===== src/rtl/fir_in_seq_if.sv =====
// Host-side word bus and FIR-side sample/coefficient bus of the FIR input sequencer.
// The host drives the master side; the sequencer is the slave.
interface fir_in_seq_if #(
   parameter int DATA_W = 6
);
   logic [DATA_W-1:0] host_data;
   logic              host_valid;
   logic              host_mode;
   logic              host_ready;
   logic [DATA_W-1:0] fir_tdata;
   logic              fir_tvalid;
   logic              fir_set_coeffs;

   modport master (
      output host_data, host_valid, host_mode,
      input  host_ready, fir_tdata, fir_tvalid, fir_set_coeffs
   );

   modport slave (
      input  host_data, host_valid, host_mode,
      output host_ready, fir_tdata, fir_tvalid, fir_set_coeffs
   );
endinterface


===== src/rtl/fir_in_seq.sv =====
// Input sequencer for the FIR stage: queues samples, streams one per cycle, and packs
// coefficient words into a burst that never overlaps sample traffic.
module fir_in_seq #(
   parameter int DATA_W     = 6,
   parameter int FIFO_DEPTH = 4,
   parameter int COEF_WORDS = 3
) (
   input  logic        clk,
   input  logic        reset,
   fir_in_seq_if.slave bus,
   output logic        ovf,
   output logic        coef_err
);
   localparam int PTR_W = (FIFO_DEPTH > 1) ? $clog2(FIFO_DEPTH) : 1;
   localparam int CNT_W = $clog2(FIFO_DEPTH) + 1;
   localparam int CC_W  = $clog2(COEF_WORDS + 1);
   localparam int IX_W  = (COEF_WORDS > 1) ? $clog2(COEF_WORDS) : 1;

   typedef enum logic [2:0] {
      ST_STREAM,
      ST_COLLECT,
      ST_DRAIN,
      ST_ISSUE,
      ST_GAP
   } state_t;

   state_t state, state_nxt;

   logic [DATA_W-1:0] fifo_mem [FIFO_DEPTH];
   logic [PTR_W-1:0]  wr_ptr, rd_ptr;
   logic [CNT_W-1:0]  fifo_cnt, fifo_cnt_nxt;
   logic [DATA_W-1:0] coef_mem [COEF_WORDS];
   logic [CC_W-1:0]   coef_cnt;
   logic [IX_W-1:0]   issue_idx;

   logic accepting, fifo_full, fifo_empty;
   logic push, pop, coef_take, abort, last_coef, last_issue;

   // NOTE: every signal written here gets a value on every path, so no latch is inferred.
   always_comb begin
      accepting      = (state == ST_STREAM) || (state == ST_COLLECT);
      fifo_full      = (fifo_cnt == CNT_W'(FIFO_DEPTH));
      fifo_empty     = (fifo_cnt == '0);
      bus.host_ready = reset && accepting && !fifo_full;
      push           = bus.host_valid && bus.host_ready && !bus.host_mode;
      coef_take      = bus.host_valid && bus.host_ready && bus.host_mode;
      abort          = push && (state == ST_COLLECT);
      pop            = ((state == ST_STREAM) || (state == ST_DRAIN)) && !fifo_empty;
      fifo_cnt_nxt   = fifo_cnt + CNT_W'(push) - CNT_W'(pop);
      last_coef      = coef_take && (coef_cnt == CC_W'(COEF_WORDS - 1));
      last_issue     = (issue_idx == IX_W'(COEF_WORDS - 1));
   end

   always_comb begin
      state_nxt = state;
      unique case (state)
         ST_STREAM, ST_COLLECT: begin
            if (abort)          state_nxt = ST_STREAM;
            else if (last_coef) state_nxt = (fifo_cnt_nxt == '0) ? ST_ISSUE : ST_DRAIN;
            else if (coef_take) state_nxt = ST_COLLECT;
         end
         ST_DRAIN: if (fifo_cnt_nxt == '0) state_nxt = ST_ISSUE;
         ST_ISSUE: if (last_issue) state_nxt = ST_GAP;
         ST_GAP:   state_nxt = ST_STREAM;
         default:  state_nxt = ST_STREAM;
      endcase
   end

   // NOTE: state is updated with non-blocking assignments so all flops see pre-edge values.
   always_ff @(posedge clk or negedge reset) begin
      if (!reset) state <= ST_STREAM;
      else        state <= state_nxt;
   end

   always_ff @(posedge clk or negedge reset) begin
      if (!reset) begin
         wr_ptr   <= '0;
         rd_ptr   <= '0;
         fifo_cnt <= '0;
      end else begin
         if (push) wr_ptr <= wr_ptr + 1'b1;
         if (pop)  rd_ptr <= rd_ptr + 1'b1;
         fifo_cnt <= fifo_cnt_nxt;
      end
   end

   // NOTE: storage arrays are not reset; pointers and counts decide which entries are live.
   always_ff @(posedge clk) begin
      if (push)      fifo_mem[wr_ptr] <= bus.host_data;
      if (coef_take) coef_mem[coef_cnt[IX_W-1:0]] <= bus.host_data;
   end

   always_ff @(posedge clk or negedge reset) begin
      if (!reset) begin
         coef_cnt  <= '0;
         issue_idx <= '0;
      end else begin
         if (abort)                coef_cnt <= '0;
         else if (coef_take)       coef_cnt <= coef_cnt + 1'b1;
         else if (state == ST_GAP) coef_cnt <= '0;
         if (state == ST_ISSUE) issue_idx <= last_issue ? '0 : issue_idx + 1'b1;
      end
   end

   // FIR-facing registers: a pop and a burst cycle can never coincide.
   always_ff @(posedge clk or negedge reset) begin
      if (!reset) begin
         bus.fir_tdata      <= '0;
         bus.fir_tvalid     <= 1'b0;
         bus.fir_set_coeffs <= 1'b0;
         ovf                <= 1'b0;
         coef_err           <= 1'b0;
      end else begin
         bus.fir_tvalid     <= pop;
         bus.fir_set_coeffs <= (state == ST_ISSUE);
         if (pop)                    bus.fir_tdata <= fifo_mem[rd_ptr];
         else if (state == ST_ISSUE) bus.fir_tdata <= coef_mem[issue_idx];
         if (bus.host_valid && !bus.host_mode && accepting && fifo_full) ovf <= 1'b1;
         if (abort) coef_err <= 1'b1;
      end
   end
endmodule


===== src/flat_wrapper.sv =====
// flat-port wrapper written by rule: the top's interface ports become plain ports
module fir_in_seq_flat 
#(
   parameter int DATA_W     = 6,
   parameter int FIFO_DEPTH = 4,
   parameter int COEF_WORDS = 3
)
  (clk, reset, ovf, coef_err, bus_host_data, bus_host_valid, bus_host_mode, bus_host_ready, bus_fir_tdata, bus_fir_tvalid, bus_fir_set_coeffs);
  fir_in_seq_if #(.DATA_W(DATA_W)) bus_i ();
  input  logic clk;
  input  logic reset;
  output logic ovf;
  output logic coef_err;
  input wire logic [$bits(bus_i.host_data)-1:0] bus_host_data;
  input wire logic [$bits(bus_i.host_valid)-1:0] bus_host_valid;
  input wire logic [$bits(bus_i.host_mode)-1:0] bus_host_mode;
  output wire logic [$bits(bus_i.host_ready)-1:0] bus_host_ready;
  output wire logic [$bits(bus_i.fir_tdata)-1:0] bus_fir_tdata;
  output wire logic [$bits(bus_i.fir_tvalid)-1:0] bus_fir_tvalid;
  output wire logic [$bits(bus_i.fir_set_coeffs)-1:0] bus_fir_set_coeffs;
  assign bus_i.host_data = bus_host_data;
  assign bus_i.host_valid = bus_host_valid;
  assign bus_i.host_mode = bus_host_mode;
  assign bus_host_ready = bus_i.host_ready;
  assign bus_fir_tdata = bus_i.fir_tdata;
  assign bus_fir_tvalid = bus_i.fir_tvalid;
  assign bus_fir_set_coeffs = bus_i.fir_set_coeffs;
  fir_in_seq #(.DATA_W(DATA_W), .FIFO_DEPTH(FIFO_DEPTH), .COEF_WORDS(COEF_WORDS)) u_core (.clk(clk), .reset(reset), .bus(bus_i), .ovf(ovf), .coef_err(coef_err));
endmodule

===== config.mk =====
export PLATFORM = sky130hd
export DESIGN_NAME = fir_in_seq_flat
export DESIGN_NICKNAME = d
export VERILOG_FILES = /design/src/rtl/fir_in_seq_if.sv /design/src/rtl/fir_in_seq.sv /design/src/flat_wrapper.sv
export SDC_FILE = /design/constraint.sdc
export NUM_CORES = 1
export LEC_CHECK = 0
export ABC_CLOCK_PERIOD_IN_PS = 3300
export CAP_MARGIN = 20
export CORE_MARGIN = 1.5
export CORE_UTILIZATION = 57
export CTS_BUF_LIST = sky130_fd_sc_hd__clkbuf_16
export DETAILED_ROUTE_END_ITERATION = 16
export PLACE_DENSITY_LB_ADDON = 0.3
export SLEW_MARGIN = 20
export SYNTH_ARGS = -nofsm -noshare
export SYNTH_HDL_FRONTEND = slang
export SYNTH_SLANG_ARGS = --single-unit

===== constraint.sdc =====
create_clock -name clk -period 3.3 [get_ports clk]
set_input_delay 0.66 -clock clk [delete_from_list [all_inputs] [get_ports clk]]
set_output_delay 0.66 -clock clk [all_outputs]
set_load 0.01 [all_outputs]

==> metrics list <==
- After detailed routing, the average wire length per cell comes to 17.5 um.
- Of the cells placed in the final design, the portion with a size suffix greater than 1 is 18.0%.
* Sinks on the clock net: 66
- Setup repair after global routing left no endpoint under its margin.
* Number of clock buffers inserted by TritonCTS: 9
- The tree is rooted in a sky130_fd_sc_hd__clkbuf_16.
- When the netlist entered floorplanning its net count stood at 204.
* Die Height: 73.4 um
- Summing over every cut layer, the via total after detailed routing is 1590.
- The critical path is of the input pin to output pin type.
* Required time reported for the critical path endpoint: 2640 ps
- In this run the static leakage power is 0.00131 uW.
* Max-cap violations: 0
- For the worst-skew pair, the clock arrives at the later sink with an insertion delay of roughly 320 ps.
- Deepest level of the CTS H-tree: 3
- The number of global-route vias before repair was 1660.
- Clock tree from TritonCTS: done
- Worst-Margin Slew: 602 ps
- Flop and latch count out of synthesis: 66
- From synthesis to final layout, the design area changed by 22.2%.
- Synth warnings: 0
- The worst pin sits at a relative slew slack of 59.7%.
- Clock tree skew after final layout: 5.45 ps
- STA classifies the critical path endpoint as an output pin.
- Path type of the worst min-delay path: register to register
- Register area share after synthesis: 65.8%
* HPWL after detailed placement: 3.46 mm
* Cell count after synthesis: 184
* Status: complete, no violations
- Setup violation total in the final timing report: 0
- Post-CTS Repair Setup Buffers: 0
- Count of filler cells inserted in the layout: 299
* Worst endpoint data arrival time: 2390 ps
- After synthesis the cells add up to 0.00283 mm2.
* Setup crit start kind: input pin
- Fin crit share: between 90% and 100%
* # IOs: 21
* Drt initial violations: 111
- Total inserted antenna cells: 0
* Setup TNS after final layout: 0 ps
- Final Hold Slack: 462 ps
- Dividing the detail-routed via count by the number of cells gives 5.60.
* Resize count post-CTS: 0
- Total die area: 0.00539 mm2
- For this run, the leading register cell type out of synthesis is sky130_fd_sc_hd__edfxtp_1.
* Number of port buffers: 20
- Yosys mapped a number of flops with a built-in enable equal to 42.
- FMAX: 328 MHz
- Min Clock Period, post-route: ~3000 ps
- Largest net degree at the start of global routing: 26
- Drt pass-1 iters: 4
- Distinct cell type count of the synthesized netlist: 43
* Core region area: 0.00475 mm2
- The first global-routing pass estimated just over 8 mm of wire.
* Number of antenna violations at the first check in global routing: 0
- Worst voltage drop across the vdd grid: 0.472 mV
- Std-Cell Rows: 25
- Summed over all layers, the global routing overflow is 0.
- Along the worst path, the maximum fanout reaches 25.
* Power Density: 918 mW/mm2
- Routability congestion estimate from global placement: around 0.86
* Antenna Violating Nets Remaining: 0
- Number of nets in the layout: 232
- Clock transition time at the flip-flop clock pins of the worst setup and hold paths: 50 ps
* Maximum clock path buffer count: 2
- Starting density of the core: between 50% and 60%
- Die Width: 73.4 um
- Hold Vio Cnt, Final: 0
- Routed wire length: 4.97 mm
- Total count of max-transition violations in the final report: 0
- Hold-fix buffers, CTS: 0
- Asr flop ratio synth: 36.4%
- Overall fraction of global-route tracks in use: 21.8%
- A synthesized cell averages 15.4 um2.
- Drc violations: 0
layout by cell type (no fill, tap or decap), drive strengths merged, types with 2 or more instances in the layout:
master	count
edfxtp	42
dfrtp	24
clkdlybuf4s50	20
inv	11
nand2	10
ha	9
clkbuf	9
nor3	9
and2	7
mux2	7
nor4	7
mux2i	6
mux4	6
buf	6
a211oi	5
nor2	4
o21ai	4
bufinv	3
nand2b	2
xnor2	2
nand3b	2
a21o	2
a21oi	2
clkinv	2
nor3b	2
final cells by class:
class	instances	area [um2]	area share, %
Timing Repair Buffer	26	245	7.10
Inverter	10	37.5	1.09
Sequential cell	66	1860	53.9
Tap cell	67	83.8	2.43
Clock inverter	7	109	3.15
Multi-Input combinational cell	99	892	25.8
Clock buffer	9	225	6.52
report_power, final:
| group | total [uW] | switching [uW] | internal, uW |
|---|---|---|---|
| logic | 882 | 413 | 468 |
| registers | 1230 | 180 | 1050 |
| clock network | 1060 | 329 | 729 |
cells by family after synthesis:
kind of cell / Yosys count / synth area share [%]
flip-flops: 66 / 65.8
AND/OR/NAND/NOR: 47 / 10.8
AO/OA/AOI/OAI: 19 / 4.60
buffers and inverters: 19 / 2.61
multiplexers: 19 / 9.69
adder cells (fa/ha/maj): 10 / 4.69
XOR/XNOR: 4 / 1.73
registers in the layout, indices dropped and copies added (netlist names):
signal	flops
u_core.fifo_mem	24
u_core.coef_mem	18
u_core.bus.fir_tdata	6
u_core.fifo_cnt	3
u_core.state	3
u_core.coef_cnt	2
u_core.issue_idx	2
u_core.rd_ptr	2
u_core.wr_ptr	2
u_core.bus.fir_set_coeffs	1
u_core.bus.fir_tvalid	1
u_core.coef_err	1
u_core.ovf	1
layer usage:
metal  vias to the layer above  wire length [um]  track usage [%]
met5                         -                 0                0
met4                         0               101             10.5
met3                         8               184             6.58
met2                        29              2500             34.6
met1                       802              2180             27.6
li1                        751                 -                -
through the flow:
step / total power (uW) / cell area [um2] / utilization, % / cells / worst slack, ps
2_1_floorplan: 1810 / 2830 / - / 184 / 426
3_3_place_gp: 2070 / 3120 / 65.6 / 268 / 232
3_5_place_dp: 2120 / 3120 / 65.6 / 268 / 110
4_1_cts: 3190 / 3450 / 72.7 / 284 / 212
5_1_grt: 3340 / 3450 / 72.7 / 284 / 182
6_report: 3170 / 3450 / 72.7 / 284 / 255
worst max-delay path, cell delays in order:
cell,delay (ps)
sky130_fd_sc_hd__clkdlybuf4s50_1,510
sky130_fd_sc_hd__buf_4,340
sky130_fd_sc_hd__nor3b_1,260
sky130_fd_sc_hd__clkdlybuf4s50_1,610
cells in the mapped netlist, types with 2 or more instances:
cell type,n,area [um2]
sky130_fd_sc_hd__nor3_2,2,20.0
sky130_fd_sc_hd__nor3_1,7,35.0
sky130_fd_sc_hd__xnor2_1,2,17.5
sky130_fd_sc_hd__nand2b_1,2,12.5
sky130_fd_sc_hd__inv_1,9,33.8
sky130_fd_sc_hd__clkbuf_1,6,22.5
sky130_fd_sc_hd__nand2_1,10,37.5
sky130_fd_sc_hd__dfrtp_1,24,601
sky130_fd_sc_hd__buf_2,2,10.0
sky130_fd_sc_hd__nand3b_1,2,15.0
sky130_fd_sc_hd__a21o_1,2,15.0
sky130_fd_sc_hd__mux4_2,6,135
sky130_fd_sc_hd__nor4_1,5,31.3
sky130_fd_sc_hd__nor2_1,4,15.0
sky130_fd_sc_hd__mux2_2,6,67.6
sky130_fd_sc_hd__a21oi_1,2,10.0
sky130_fd_sc_hd__and2_1,7,43.8
sky130_fd_sc_hd__a211oi_1,5,37.5
sky130_fd_sc_hd__o21ai_0,3,15.0
sky130_fd_sc_hd__edfxtp_1,42,1260
sky130_fd_sc_hd__ha_1,9,113
sky130_fd_sc_hd__mux2i_1,6,60.1
final timing paths:
path / start / to / slack (ps) / depth (start not counted)
worst max-delay path: reset / bus_host_ready / 250 / 4
worst min-delay path: u_core.coef_err / u_core.coef_err / 460 / 1
worst max register to register: u_core.fifo_cnt[1] / u_core.state[0] / 370 / 8
worst min register to register: u_core.coef_err / u_core.coef_err / 460 / 1
max in group asynchronous: reset / u_core.coef_cnt[1] / 2260 / 2
min in group asynchronous: reset / u_core.bus.fir_tdata[4] / 790 / 2
Power figures use the tool's default switching activity.
